<file path="src/rtl/branch_redirect_ctrl.sv">
// branch_redirect_ctrl: front-end redirect, flush and load-use stall sequencing after an EX-stage branch.
// Ports:
//   clk, rst        clock (rising edge) and asynchronous active-high reset
//   br_i            branch taken, from the EX-stage branch unit
//   br_pc_i         resolved branch target
//   ex_valid_i      EX stage holds a valid instruction
//   load_use_i      decode detected a load-use hazard
//   imem_ready_i    fetch can accept a new PC this cycle
//   pc_sel_o        1 selects redirect_pc_o as next PC, 0 selects PC+4
//   pc_wr_en_o      PC register write enable
//   redirect_pc_o   registered branch target
//   flush_ifid_o    clear IF/ID to a bubble
//   flush_idex_o    clear ID/EX to a bubble
//   stall_id_o      hold IF/ID
//   busy_o          controller not idle
//   br_count_o      saturating count of accepted redirects
module branch_redirect_ctrl #(
    parameter int ADDR_W       = 32,
    parameter int DRAIN_CYCLES = 1,
    parameter int CNT_W        = 16
) (
    input  logic              clk,
    input  logic              rst,
    input  logic              br_i,
    input  logic [ADDR_W-1:0] br_pc_i,
    input  logic              ex_valid_i,
    input  logic              load_use_i,
    input  logic              imem_ready_i,
    output logic              pc_sel_o,
    output logic              pc_wr_en_o,
    output logic [ADDR_W-1:0] redirect_pc_o,
    output logic              flush_ifid_o,
    output logic              flush_idex_o,
    output logic              stall_id_o,
    output logic              busy_o,
    output logic [CNT_W-1:0]  br_count_o
);
    typedef enum logic [1:0] {IDLE, REDIRECT, DRAIN} state_t;

    localparam logic [1:0] DRAIN_LOAD = (DRAIN_CYCLES > 0) ? 2'(DRAIN_CYCLES - 1) : 2'd0;

    state_t            state_q, state_d;
    logic [1:0]        drain_q, drain_d;
    logic [ADDR_W-1:0] redirect_pc_q, redirect_pc_d;
    logic [CNT_W-1:0]  br_count_q, br_count_d;
    logic              take;

    always_ff @(posedge clk or posedge rst) begin
        if (rst) begin
            state_q       <= IDLE;
            drain_q       <= '0;
            redirect_pc_q <= '0;
            br_count_q    <= '0;
        end else begin
            state_q       <= state_d;
            drain_q       <= drain_d;
            redirect_pc_q <= redirect_pc_d;
            br_count_q    <= br_count_d;
        end
    end

    // Combinational decode is gated by rst so every output sits at its
    // quiet value while reset is held, whatever the inputs are doing.
    assign take = ~rst & (state_q == IDLE) & br_i & ex_valid_i;

    always_comb begin
        state_d       = state_q;
        drain_d       = drain_q;
        redirect_pc_d = redirect_pc_q;
        br_count_d    = br_count_q;
        pc_sel_o      = 1'b0;
        pc_wr_en_o    = 1'b0;
        flush_ifid_o  = 1'b0;
        flush_idex_o  = 1'b0;
        stall_id_o    = 1'b0;
        busy_o        = 1'b0;
        case (state_q)
            IDLE: begin
                // A branch outranks a load-use hazard: the stalled instruction is wrong-path anyway.
                stall_id_o   = ~rst & load_use_i & ~take;
                flush_ifid_o = take;
                flush_idex_o = take | stall_id_o;
                pc_wr_en_o   = ~rst & ~take & ~stall_id_o;
                if (take) begin
                    state_d       = REDIRECT;
                    redirect_pc_d = br_pc_i;
                    br_count_d    = &br_count_q ? br_count_q : br_count_q + 1'b1;
                end
            end
            REDIRECT: begin
                pc_sel_o     = 1'b1;
                pc_wr_en_o   = imem_ready_i;
                flush_ifid_o = 1'b1;
                flush_idex_o = 1'b1;
                busy_o       = 1'b1;
                if (imem_ready_i) begin
                    state_d = (DRAIN_CYCLES > 0) ? DRAIN : IDLE;
                    drain_d = DRAIN_LOAD;
                end
            end
            DRAIN: begin
                pc_wr_en_o   = 1'b1;
                flush_ifid_o = 1'b1;
                busy_o       = 1'b1;
                if (drain_q == 2'd0) state_d = IDLE;
                else drain_d = drain_q - 2'd1;
            end
            default: state_d = IDLE;
        endcase
    end

    assign redirect_pc_o = redirect_pc_q;
    assign br_count_o    = br_count_q;
endmodule

</file>
<file path="config.mk">
export PLATFORM = sky130hd
export DESIGN_NAME = branch_redirect_ctrl
export DESIGN_NICKNAME = d
export VERILOG_FILES = /design/src/rtl/branch_redirect_ctrl.sv
export SDC_FILE = /design/constraint.sdc
export NUM_CORES = 1
export LEC_CHECK = 0
export CAP_MARGIN = 20
export CORE_UTILIZATION = 44
export CTS_BUF_LIST = sky130_fd_sc_hd__clkbuf_4 sky130_fd_sc_hd__clkbuf_8 sky130_fd_sc_hd__clkbuf_16
export DETAILED_ROUTE_END_ITERATION = 6
export PLACE_DENSITY = 0.8
export REMOVE_ABC_BUFFERS = 1
export SYNTH_ARGS = -nofsm -noshare
export SYNTH_HDL_FRONTEND = slang
export SYNTH_SLANG_ARGS = --single-unit
</file>
<file path="constraint.sdc">
create_clock -name clk -period 3.2 [get_ports clk]
set_clock_uncertainty 0.2 [all_clocks]
set_input_delay 0.64 -clock clk [delete_from_list [all_inputs] [get_ports clk]]
set_output_delay 0.64 -clock clk [all_outputs]
set_load 0.02 [all_outputs]
</file>
==> flow_summary.yaml, run 1 <==
routing:
  wl_um: 4610
  via_count: 1668
  viasPerCell: 4.89
  avgRoutedWirePerCell_um: 13.5
  drc: 0
  initialDrtViolationCount: 60
  firstDrtPassIters: 4
  postRouteAntennaNets: 0
yosys:
  synth.avg_cell_area_um2: 13.4
  synth_ff_type: "dfrtp_1"
  yosys_warnings: 0
  synth_top_area_share_pct: 54.6
  seq_area_frac_synth_pct: 54.6
  syn_inst: 178
  synth.most_common_cell: "dfrtp_1"
  async_flop_share_pct: 100
  synth_commonest_cells: "dfrtp_1 (52), mux2_2 (33), xnor2_1 (13), nand2_1 (10)"
  synth_area_leaders: "dfrtp_1 (55%), mux2_2 (16%), xnor2_1 (4.8%)"
  synth_area_leader_cell: "dfrtp_1"
  netlist_area_mm2: 0.00238
  synth_edf_count: 0
  synth_seq_cells: 52
  synth.distinct_cells: 30
sta:
  hold_viol: 0
  finalCritPeriodShare_pct: 95.5
  tightest_slew_ns: 0.637
  fmax_mhz: 327
  relSlewSlack_pct: 57.6
  slew_violations: 0
  fin_crit_ns: 3.06
  finalSetupViolCount: 0
  rsz0062_at_grt: "no"
worst_setup_path:
  cp_data_required_time_ns: 2.36
  crit_path_top_delay_cell: "clkdlybuf4s50_1"
  crit_type: "reg -> out"
  reg2reg_slack_ns: 0.64
  cp_max_fo: 5
  slowest_delay_ns: 0.60
  worstPathArrival_ns: 2.22
  cp_cell_sequence: "inv_1 -> ha_1 -> nand4b_2 -> buf_4 -> nand2_1 -> a21o_1 -> clkdlybuf4s50_1"
  path_depth: 7
  reg2reg_from: "state_q[1]$_DFFE_PP0P_"
  cp-start-kind: "flip-flop"
  startpoint: "state_q[1]$_DFFE_PP0P_"
  cp_top_family: "buffers and inverters"
  rr_worst_depth: 7
  cp_num_buf_inv: 3
  end_kind: "output port"
clock_network:
  htreeDepth: 2
  ctsLongestPathBuffers: 2
  cts_made_buffers: 5
  cts.sinks: 52
  cts_tree: "done"
  path_clk_slew_ns: 0.08
  cts_setup_buffers: 0
  clk_latency_ns: 0.29
  cts-root-buf: "clkbuf_8"
die:
  placementRows: 26
  io_pins: 92
  die_x_um: 75.6
  initial_core_util_pct: 46.1
  die_h_um: 75.6
  core_mm2: 0.00517
  dieArea_mm2: 0.00572
place:
  hpwl_um: 3360
  port_buffers: 91
  place_congestion: 0.717
  placed_area_mm2: 0.00333
grt:
  grt_pass1_wl_um: 7180
  overflow: 0
  grt_pass1_vias: 1636
  grt_max_degree: 53
  grt_use_total_pct: 16.6
  antenna_found_initial: 0
run:
  cap_violations: 0
min_path:
  hold_start: "br_count_o[15]$_DFFE_PP0P_"
  worstHoldPathType: "reg -> reg"
  holdPathStages: 1
cells_and_area:
  fin_util_pct: 66.3
  stdcell_area_mm2: 0.00343
  nNetsFinal: 318
  area_growth_pct: 43.9
  layout-drive-gt1-share_pct: 17.7
  diodes: 0
pwr:
  peakVddDrop_v: 0.000410
  power.density_mw_per_mm2: 814
  p_leak_uw: 0.00146
run_status:
  outcome: "finished, final reports clean"
-- logic make-up after synthesis --
group           Yosys count  synth area share, %
compound gates           14                 5.83
xor+xnor                 15                 5.51
fa+ha+maj                 8                 4.20
buf+inv                  15                 4.41
flops                    52                 54.6
mux                      33                 15.6
simple gates             41                 9.87
-- layer usage --
layer	routed length (µm)	vias to the layer above	track usage [%]
met4	22	0	5.56
met5	0	-	0
li1	-	810	-
met2	2250	53	28.9
met3	354	2	4.63
met1	1980	803	20.0
-- cells in the final DEF (no fill, tap or decap), types with 3 or more instances in the layout --
cell,Yosys,layout
inv_1,7,6
o21ai_0,3,3
ha_1,8,8
nand4_1,8,8
clkdlybuf4s50_1,0,90
clkbuf_8,0,5
mux2_2,33,33
dfrtp_1,52,52
nand3_1,6,6
nand2_1,10,10
xnor2_1,13,13
nor2_1,3,3
and4_1,4,4
a21oi_1,3,3
buf_4,1,4
-- per-stage QoR --
step / setup WS, ns / total power (µW) / hold WS, ns / instances / setup TNS [ns]
3_5_place_dp: -0.0320 / 2420 / 0.292 / 335 / -0.0320
4_1_cts: 0.120 / 2830 / 0.304 / 341 / 0
3_3_place_gp: 0.00986 / 2390 / 0.286 / 335 / 0
5_1_grt: 0.0323 / 2970 / 0.319 / 341 / 0
6_report: 0.143 / 2790 / 0.297 / 341 / 0
2_1_floorplan: 0.114 / 1750 / 0.287 / 170 / 0
-- power by group --
group	internal, µW	switching [µW]	leakage, µW	total, µW
clock	224	182	0.0000501	406
sequential	891	130	0.000656	1020
combinational	723	643	0.000752	1370
-- registers in the layout (all words and copies together) (netlist names) --
| register | count |
|---|---|
| br_count_o | 16 |
| state_q | 2 |
| drain_q | 2 |
| redirect_pc_o | 32 |
-- layout make-up --
cell class              count  area (µm²)
clock buffers               5        68.8
clock inverters             1        30.0
fillers                   394        1740
inverters                   7        26.3
multi-input cells         111         977
flip-flops and latches     52        1300
well taps                  70        87.6
repair buffers             95         940
-- timing repair --
action	4_1_cts	5_1_grt
setup endpoints to repair	1	0
gates resized for setup	1	0
hold buffers	0	0
-- worst paths after layout --
| check | endpoint |
|---|---|
| worst max register to register | br_count_o[1]$_DFFE_PP0P_ |
| max in group asynchronous | br_count_o[3]$_DFFE_PP0P_ |
| worst min-delay path | br_count_o[15]$_DFFE_PP0P_ |
| worst min register to register | br_count_o[15]$_DFFE_PP0P_ |
| worst max-delay path | flush_idex_o |
| min in group asynchronous | redirect_pc_o[14]$_DFFE_PP0P_ |
No activity file was read; power rests on OpenSTA's default activity.
==> run 2: changes to the inputs <==
Settings changed: CORE_UTILIZATION 44 to 47, CTS_BUF_LIST sky130_fd_sc_hd__clkbuf_4 sky130_fd_sc_hd__clkbuf_8 sky130_fd_sc_hd__clkbuf_16 to sky130_fd_sc_hd__clkbuf_16, PLACE_DENSITY 0.8 to 0.85.
Clock period 3.2 ns to 3.9 ns, I/O delays scaled along.
==> flow_summary.yaml, run 2 (same netlist as run 1, synthesis figures left out) <==
die:
  dieArea_mm2: 0.00536
  die_x_um: 73.2
  placementRows: 25
  initial_core_util_pct: 49.8
  die_h_um: 73.2
  io_pins: 92
  core_mm2: 0.00479
clock_network:
  ctsResizeCount: 0
  cts_setup_buffers: 0
  cts_made_buffers: 5
  cts-root-buf: "clkbuf_16"
  cts_tree: "done"
  path_clk_slew_ns: 0.06
  cts.sinks: 52
  hold_buffers: 0
  ctsLongestPathBuffers: 2
  htreeDepth: 2
  clk_latency_ns: 0.28
cells_and_area:
  stdcell_area_mm2: 0.00346
  largest_reg_flops: 32
  nNetsFinal: 317
  layout-drive-gt1-share_pct: 17.7
  mostFrequentLayoutCells: "clkdlybuf4s50_1 (91), dfrtp_1 (52), mux2_2 (33), xnor2_1 (13), nand2_1 (10)"
  fin_util_pct: 72.3
  area_growth_pct: 45.1
  diodes: 0
  final_common_cell: "clkdlybuf4s50_1"
min_path:
  holdPathEnd: "redirect_pc_o[21]$_DFFE_PP0P_"
  holdPathStages: 1
  hold_start: "redirect_pc_o[21]$_DFFE_PP0P_"
  worstHoldPathType: "reg -> reg"
worst_setup_path:
  worstPathArrival_ns: 2.59
  crit_path_top_delay_cell: "clkdlybuf4s50_1"
  rr_worst_depth: 6
  cp_data_required_time_ns: 2.92
  reg2reg_from: "state_q[0]$_DFFE_PP0P_"
  crit_type: "in -> out"
  cp_common_cell: "clkdlybuf4s50_1"
  r2r_end: "br_count_o[1]$_DFFE_PP0P_"
  cp_max_fo: 3
  reg2reg_slack_ns: 1.56
  cp_cell_sequence: "clkdlybuf4s50_1 -> nand4b_2 -> nand2_1 -> or3_1 -> a21oi_1 -> clkdlybuf4s50_1"
  cp_num_buf_inv: 2
  cp_top_family: "buffers and inverters"
  slowest_delay_ns: 0.61
  end_kind: "output port"
  cp-start-kind: "input port"
routing:
  via_count: 1647
  postRouteAntennaNets: 0
  wl_um: 4790
  viasPerCell: 4.87
  avgRoutedWirePerCell_um: 14.2
  initialDrtViolationCount: 53
  firstDrtPassIters: 4
  drc: 0
sta:
  slew_violations: 0
  hold_viol: 0
  tightest_slew_ns: 0.639
  relSlewSlack_pct: 57.4
  finalCritPeriodShare_pct: 91.5
  rsz0062_at_grt: "no"
  hold_slack_ns: 0.303
  fin_crit_ns: 3.57
  fmax_mhz: 280
  fin_setup_tns_ns: 0
  finalSetupViolCount: 0
  setup_slack_ns: 0.332
grt:
  grt_pass1_vias: 1709
  grt_use_total_pct: 19.2
  antenna_found_initial: 0
  overflow: 0
  grt_max_degree: 53
  grt_pass1_wl_um: 7910
place:
  port_buffers: 91
  placed_area_mm2: 0.00332
  place_ws_ns: 0.329
  place_congestion: 0.737
  hpwl_um: 3520
run_status:
  outcome: "finished, final reports clean"
pwr:
  p_leak_uw: 0.00147
  peakVddDrop_v: 0.000424
  power.density_mw_per_mm2: 686
run:
  cap_violations: 0
## run 2: area by class of cell
type	count	area (µm²)
Fill cell	355	1330
Sequential cell	52	1300
Multi-Input combinational cell	111	977
Timing Repair Buffer	94	933
Clock buffer	5	125
Tap cell	67	83.8
Inverter	7	26.3
Clock inverter	2	12.5
## run 2: how the worst max path moves through the flow
stage	slack [ns]	endpoint	depth (start not counted)	from
after floorplan	0.53	flush_idex_o	4	rst
after global placement	0.36	pc_wr_en_o	6	rst
after detailed placement	0.33	pc_wr_en_o	6	rst
after CTS	0.32	pc_wr_en_o	6	rst
after global routing	0.25	pc_wr_en_o	6	rst
final	0.33	pc_wr_en_o	6	rst
## run 2: per-layer routing
layer / vias to the layer above / track usage [%] / routed length [µm]
li1: 808 / - / -
met5: - / 0 / 0
met2: 54 / 35.0 / 2400
met3: 5 / 3.73 / 275
met1: 780 / 23.0 / 2060
met4: 0 / 5.23 / 50
## run 2: per-stage QoR
stage	total power, µW	cells
detailed placement	1990	331
CTS	2400	338
floorplan	1430	170
global route	2510	338
global placement	1960	331
finish	2370	338
## run 2: report_power, final
part           internal [µW]  leakage, µW  switching, µW  total, µW
combinational            598     0.000745            531       1130
clock                    233    0.0000657            174        407
sequential               733     0.000656            105        838
total                   1560      0.00147            810       2370
==> edit 1 (flow settings as in run 1) <==
Change the parameter `CNT_W` from 16 to 18.
--- a/src/rtl/branch_redirect_ctrl.sv
+++ b/src/rtl/branch_redirect_ctrl.sv
@@ -18,5 +18,5 @@
     parameter int ADDR_W       = 32,
     parameter int DRAIN_CYCLES = 1,
-    parameter int CNT_W        = 16
+    parameter int CNT_W        = 18
 ) (
     input  logic              clk,
Interface: changed (resized br_count_o); port bits go from 92 to 94. The function was not compared with the original's and may differ.
==> edit 1 against run 1 <==
Global-route usage is 3.4 points higher. Count of clock-buffer cells in the layout rose by 1. Sequential share of layout area decreased by 0.88 points. Synthesized cell count grew 47%. Wire length up 25%. Critical endpoint unchanged. Area after synthesis up 5.9%. Power grew 2.0%. Cell area grew 6.3%. Worst hold slack lost 0.016 ns. Maximum frequency down 0.39%. Sequential cell count up 2. Via count rose by 28%. Setup slack got worse by 0.012 ns.
==> edit 1: results (changes against run 1) <==
- Highest routed layer: met4
- Static Leak: 1.80 nW (+23%)
- VDD IR max: 0.000522 V (+27%)
- Largest net degree at the start of global routing: 55 (+3.8%)
- Status: finished clean
- Finished Layout Cells: 429 (+26%)
- Slew @ Worst Pin: 0.648 ns (+0.0117 ns)
- Share of cells above drive strength 1: 6.44% (-11 points)
- Placed cells: 421 (+26%)
- CP Max Fanout: 7 (+2)
- I/O Buffers: 93 (+2.2%)
- R2R Setup Slk: 0.55 ns (-0.09 ns)
- Area contributors post-synth: dfrtp_1 54%, nand2_1 16%, xor2_1 4.9%
- Detailed Route WL: 5.76 mm (+25%)
- First-pass GRT wire length: 9.53 mm (+33%)
- Met1 Routed Length: 2.57 mm (+30%)
- Dpl cell area: 3530 um2 (+6.0%)
- Total track usage: 20.1% (+3.4 points)
- Met2 WL: 2.75 mm (+22%)
- R2r endpoint: br_count_o[16]$_DFFE_PP0P_
- Final HPWL DP: 4.15 mm (+23%)
- Iter 0 DRT Violations: 104 (+73%)
- GP Congestion: 0.781 (+8.9%)
- Distinct cells, synth: 38 (+27%)
- Cell count after synthesis: 261 (+47%)
- Top cells by count, synth: 108 x nand2_1, 54 x dfrtp_1, 14 x xor2_1
- Layout Nets: 402 (+26%)
- Largest stage delay on the critical path: about 0.59 ns
- Met3 WL post-DR: 382 um (+7.9%)
edit 1: worst min-delay path by stage:
stage / from / end / slack, ns / cells after the start
after floorplan: drain_q[1]$_DFFE_PP0P_ / drain_q[1]$_DFFE_PP0P_ / 0.29 / 1
after global placement: redirect_pc_o[4]$_DFFE_PP0P_ / redirect_pc_o[4]$_DFFE_PP0P_ / 0.26 / 2
after detailed placement: redirect_pc_o[18]$_DFFE_PP0P_ / redirect_pc_o[18]$_DFFE_PP0P_ / 0.26 / 2
after CTS: redirect_pc_o[18]$_DFFE_PP0P_ / redirect_pc_o[18]$_DFFE_PP0P_ / 0.28 / 2
after global routing: redirect_pc_o[18]$_DFFE_PP0P_ / redirect_pc_o[18]$_DFFE_PP0P_ / 0.30 / 2
final: redirect_pc_o[19]$_DFFE_PP0P_ / redirect_pc_o[19]$_DFFE_PP0P_ / 0.28 / 2
edit 1: layout make-up:
| class | instances | area, um2 | area share (%) |
|---|---|---|---|
| repair buffers | 98 | 967 | 26.5 |
| well taps | 72 | 90.1 | 2.47 |
| multi-input cells | 190 | 1100 | 30.1 |
| clock buffers | 6 | 76.3 | 2.09 |
| clock inverters | 2 | 37.5 | 1.03 |
| inverters | 7 | 26.3 | 0.720 |
| flip-flops and latches | 54 | 1350 | 37.0 |
edit 1: kinds of logic (layout without fill, tap and decap cells):
logic type / count (synthesis) / count (layout) / synth area share [%]
simple gates: 147 / 147 / 27.7
compound gates: 19 / 19 / 6.00
flops: 54 / 54 / 53.5
buf+inv: 17 / 113 / 2.97
xor+xnor: 14 / 14 / 4.86
mux: 2 / 2 / 1.04
fa+ha+maj: 8 / 8 / 3.96
edit 1: stage by stage:
step	hold slack, ns	TNS (ns)	setup slack (ns)	power, mW
6_report	0.281	0	0.131	2.85
5_1_grt	0.302	0	0.0157	3.03
4_1_cts	0.284	0	0.110	2.89
3_5_place_dp	0.262	-0.0871	-0.0871	2.43
3_3_place_gp	0.258	0	0.00117	2.38
2_1_floorplan	0.287	0	0.0271	1.73
edit 1: power by group:
part           total, mW  internal, mW  switching (mW)
Clock              0.449         0.242           0.207
Combinational       1.34         0.635           0.708
Sequential          1.06         0.909           0.148
Total               2.85          1.79            1.06
edit 1: per-layer routing:
metal | up-vias | track usage [%]
li1 | 1047 | -
met1 | 1004 | 24.5
met2 | 74 | 34.9
met3 | 4 | 5.06
met4 | 0 | 6.04
met5 | - | 0
edit 1: worst reg2reg max path: stages, from the launching register on:
cell	delay, ns
dfrtp_1	0.41
inv_1	0.14
ha_1	0.32
and4b_1	0.26
buf_4	0.38
nand3_1	0.26
nor3_1	0.22
mux2_2	0.35
==> edit 2 (settings of run 1) <==
Made on the original files. Reset style: synchronous (`rst`), changed in one clocked block. Comments in the files are not updated.
--- a/src/rtl/branch_redirect_ctrl.sv
+++ b/src/rtl/branch_redirect_ctrl.sv
@@ -46,5 +46,5 @@
     logic              take;
 
-    always_ff @(posedge clk or posedge rst) begin
+    always_ff @(posedge clk) begin
         if (rst) begin
             state_q       <= IDLE;
Function: differs if rst is asserted again (counterexample within 4 cycles, from zero or initial values and one cycle with rst high); with rst held inactive, the same outputs for 10 cycles.
==> edit 2 against run 1 <==
Wire length is 33% higher. Setup slack worse by 0.071 ns. Sequential cell count stayed put. Cell area is 0.88% higher. Area after synthesis is 4.4% lower. Global-route usage is 7.6 points higher. Sequential share of layout area is 7.8 points lower.
Power is not compared: it rests on default switching activity, and its combinational part moved more than twofold at a synthesized area within 25%.
==> edit 2: results (changes against run 1) <==
- Largest stage delay on the critical path: around 0.6 ns
- CP Max Fanout: 8 (+3)
- Post-synthesis sequential area ratio: 45.7% (-8.9 points)
- Reg clk slew, reported paths: 0.09 ns
- Top cells by count, synth: 79 x nand2_1, 52 x dfxtp_1, 41 x a21oi_1
- Distinct cells, synth: 38 (+27%)
- Antenna violations before repair: 0 (unchanged)
- Largest net degree at the start of global routing: 43 (-19%)
- Layout Nets: 423 (+33%)
- Ys async rst share: 0% (-100 points)
- Htree depth: 2 (unchanged)
- FILL cells: 397 (+0.76%)
- Final HPWL DP: 4.45 mm (+32%)
- Status: finished clean
- CTS root buf: clkbuf_8
- GP Congestion: 0.844 (+18%)
- Area contributors post-synth: dfxtp_1 46%, nand2_1 13%, a21oi_1 9.0%
- Worst hold start: redirect_pc_o[14]$_SDFFE_PP0P_
- Arr. time, crit path: 2.29 ns (+0.07 ns)
- Iter 0 DRT Violations: 101 (+68%)
- First-pass GRT wire length: 10.2 mm (+42%)
- Cts bufs inserted: 5 (unchanged)
- Detailed Route WL: 6.12 mm (+33%)
- Slowest cell on crit path: clkdlybuf4s50_1
- Number of global-route vias before repair: 2220 (+36%)
- Share of cells above drive strength 1: 6.08% (-12 points)
- Slew @ Worst Pin: 0.539 ns (-0.0977 ns)
- CP Launch Point: rst
- R2R Path Start: state_q[1]$_SDFFE_PP0P_
- WL/cell: 13.8 um (+1.7%)
- Skew-Pair Late Insertion Delay: ~0.3 ns
- Setup WS pre-CTS: -0.0903 ns (-0.0583 ns)
- Delay-heaviest family, CP: buffers and inverters
- Vias: 2317 (+39%)
- Max FFs per register: 32 (unchanged)
- Placed cells: 437 (+30%)
- Router iterations before antenna repair: 4 (unchanged)
- Cell count after synthesis: 282 (+58%)
- Worst hold path class: flop to flop
- Total track usage: 24.2% (+7.6 points)
-- edit 2: changes by cell type after synthesis, moves of 9 or more --
cell,change
xnor2_1,-13
nor2_1,+9
nand2_1,+69
a21oi_1,+38
mux2_2,-31
dfxtp_1,+52
clkbuf_1,+11
dfrtp_1,-52
-- edit 2: worst paths after layout --
| check | endpoint | slack [ns] | cells past startpoint |
|---|---|---|---|
| setup / recovery | flush_idex_o | 0.07 | 6 |
| hold / removal | redirect_pc_o[14]$_SDFFE_PP0P_ | 0.26 | 2 |
| setup reg to reg | br_count_o[15]$_SDFFE_PP0P_ | 0.65 | 7 |
| hold reg to reg | redirect_pc_o[14]$_SDFFE_PP0P_ | 0.26 | 2 |
-- edit 2: kinds of logic after synthesis --
family | Yosys count | share of synthesized area (%)
flip-flops | 52 | 45.7
multiplexers | 9 | 4.06
adder cells (fa/ha/maj) | 8 | 4.39
AND/OR/NAND/NOR | 125 | 25.2
AO/OA/AOI/OAI | 65 | 16.9
buffers and inverters | 23 | 3.79
-- edit 2: layout make-up --
class | count | area share (%)
Clock buffer | 5 | 1.99
Clock inverter | 3 | 2.60
Inverter | 10 | 1.08
Multi-Input combinational cell | 207 | 33.3
Sequential cell | 52 | 30.1
Tap cell | 67 | 2.42
Timing Repair Buffer | 101 | 28.5
-- edit 2: routing by layer --
metal | up-vias | part of all wire, % | GRT usage [%]
met5 | - | 0 | 0
met4 | 0 | 0.93 | 7.26
met3 | 6 | 12 | 10.6
met2 | 90 | 45 | 39.7
met1 | 1055 | 42 | 28.8
li1 | 1166 | - | -
-- edit 2: per-stage QoR --
| stage | TNS [ns] | area [um2] | hold slack [ns] |
|---|---|---|---|
| global route | 0 | 3460 | 0.279 |
| finish | 0 | 3460 | 0.257 |
| detailed placement | -0.0903 | 3300 | 0.248 |
| floorplan | 0 | 2230 | 0.244 |
| global placement | -0.0602 | 3300 | 0.240 |
| CTS | 0 | 3460 | 0.260 |
-- edit 2: power breakdown --
group | total [mW] | leakage (nW) | switching (mW) | internal (mW)
sequential | 0.704 | 0.421 | 0.0233 | 0.680
clock | 0.604 | 0.0784 | 0.213 | 0.391
combinational | 0.424 | 0.747 | 0.218 | 0.207
total | 1.73 | 1.25 | 0.454 | 1.28
-- edit 2: repair_timing --
action	CTS	global route
setup buffers	0	0
endpoints found under the setup margin	1	1
pin swaps	0	0
resized for setup	1	1
cloned	0	0
-- edit 2: tightest hold or removal path, delay by kind of cell, from the launching register on --
| family | cells | cell delay, ns |
|---|---|---|
| compound gates | 1 | 0.05 |
| flops | 1 | 0.32 |
| simple gates | 1 | 0.05 |
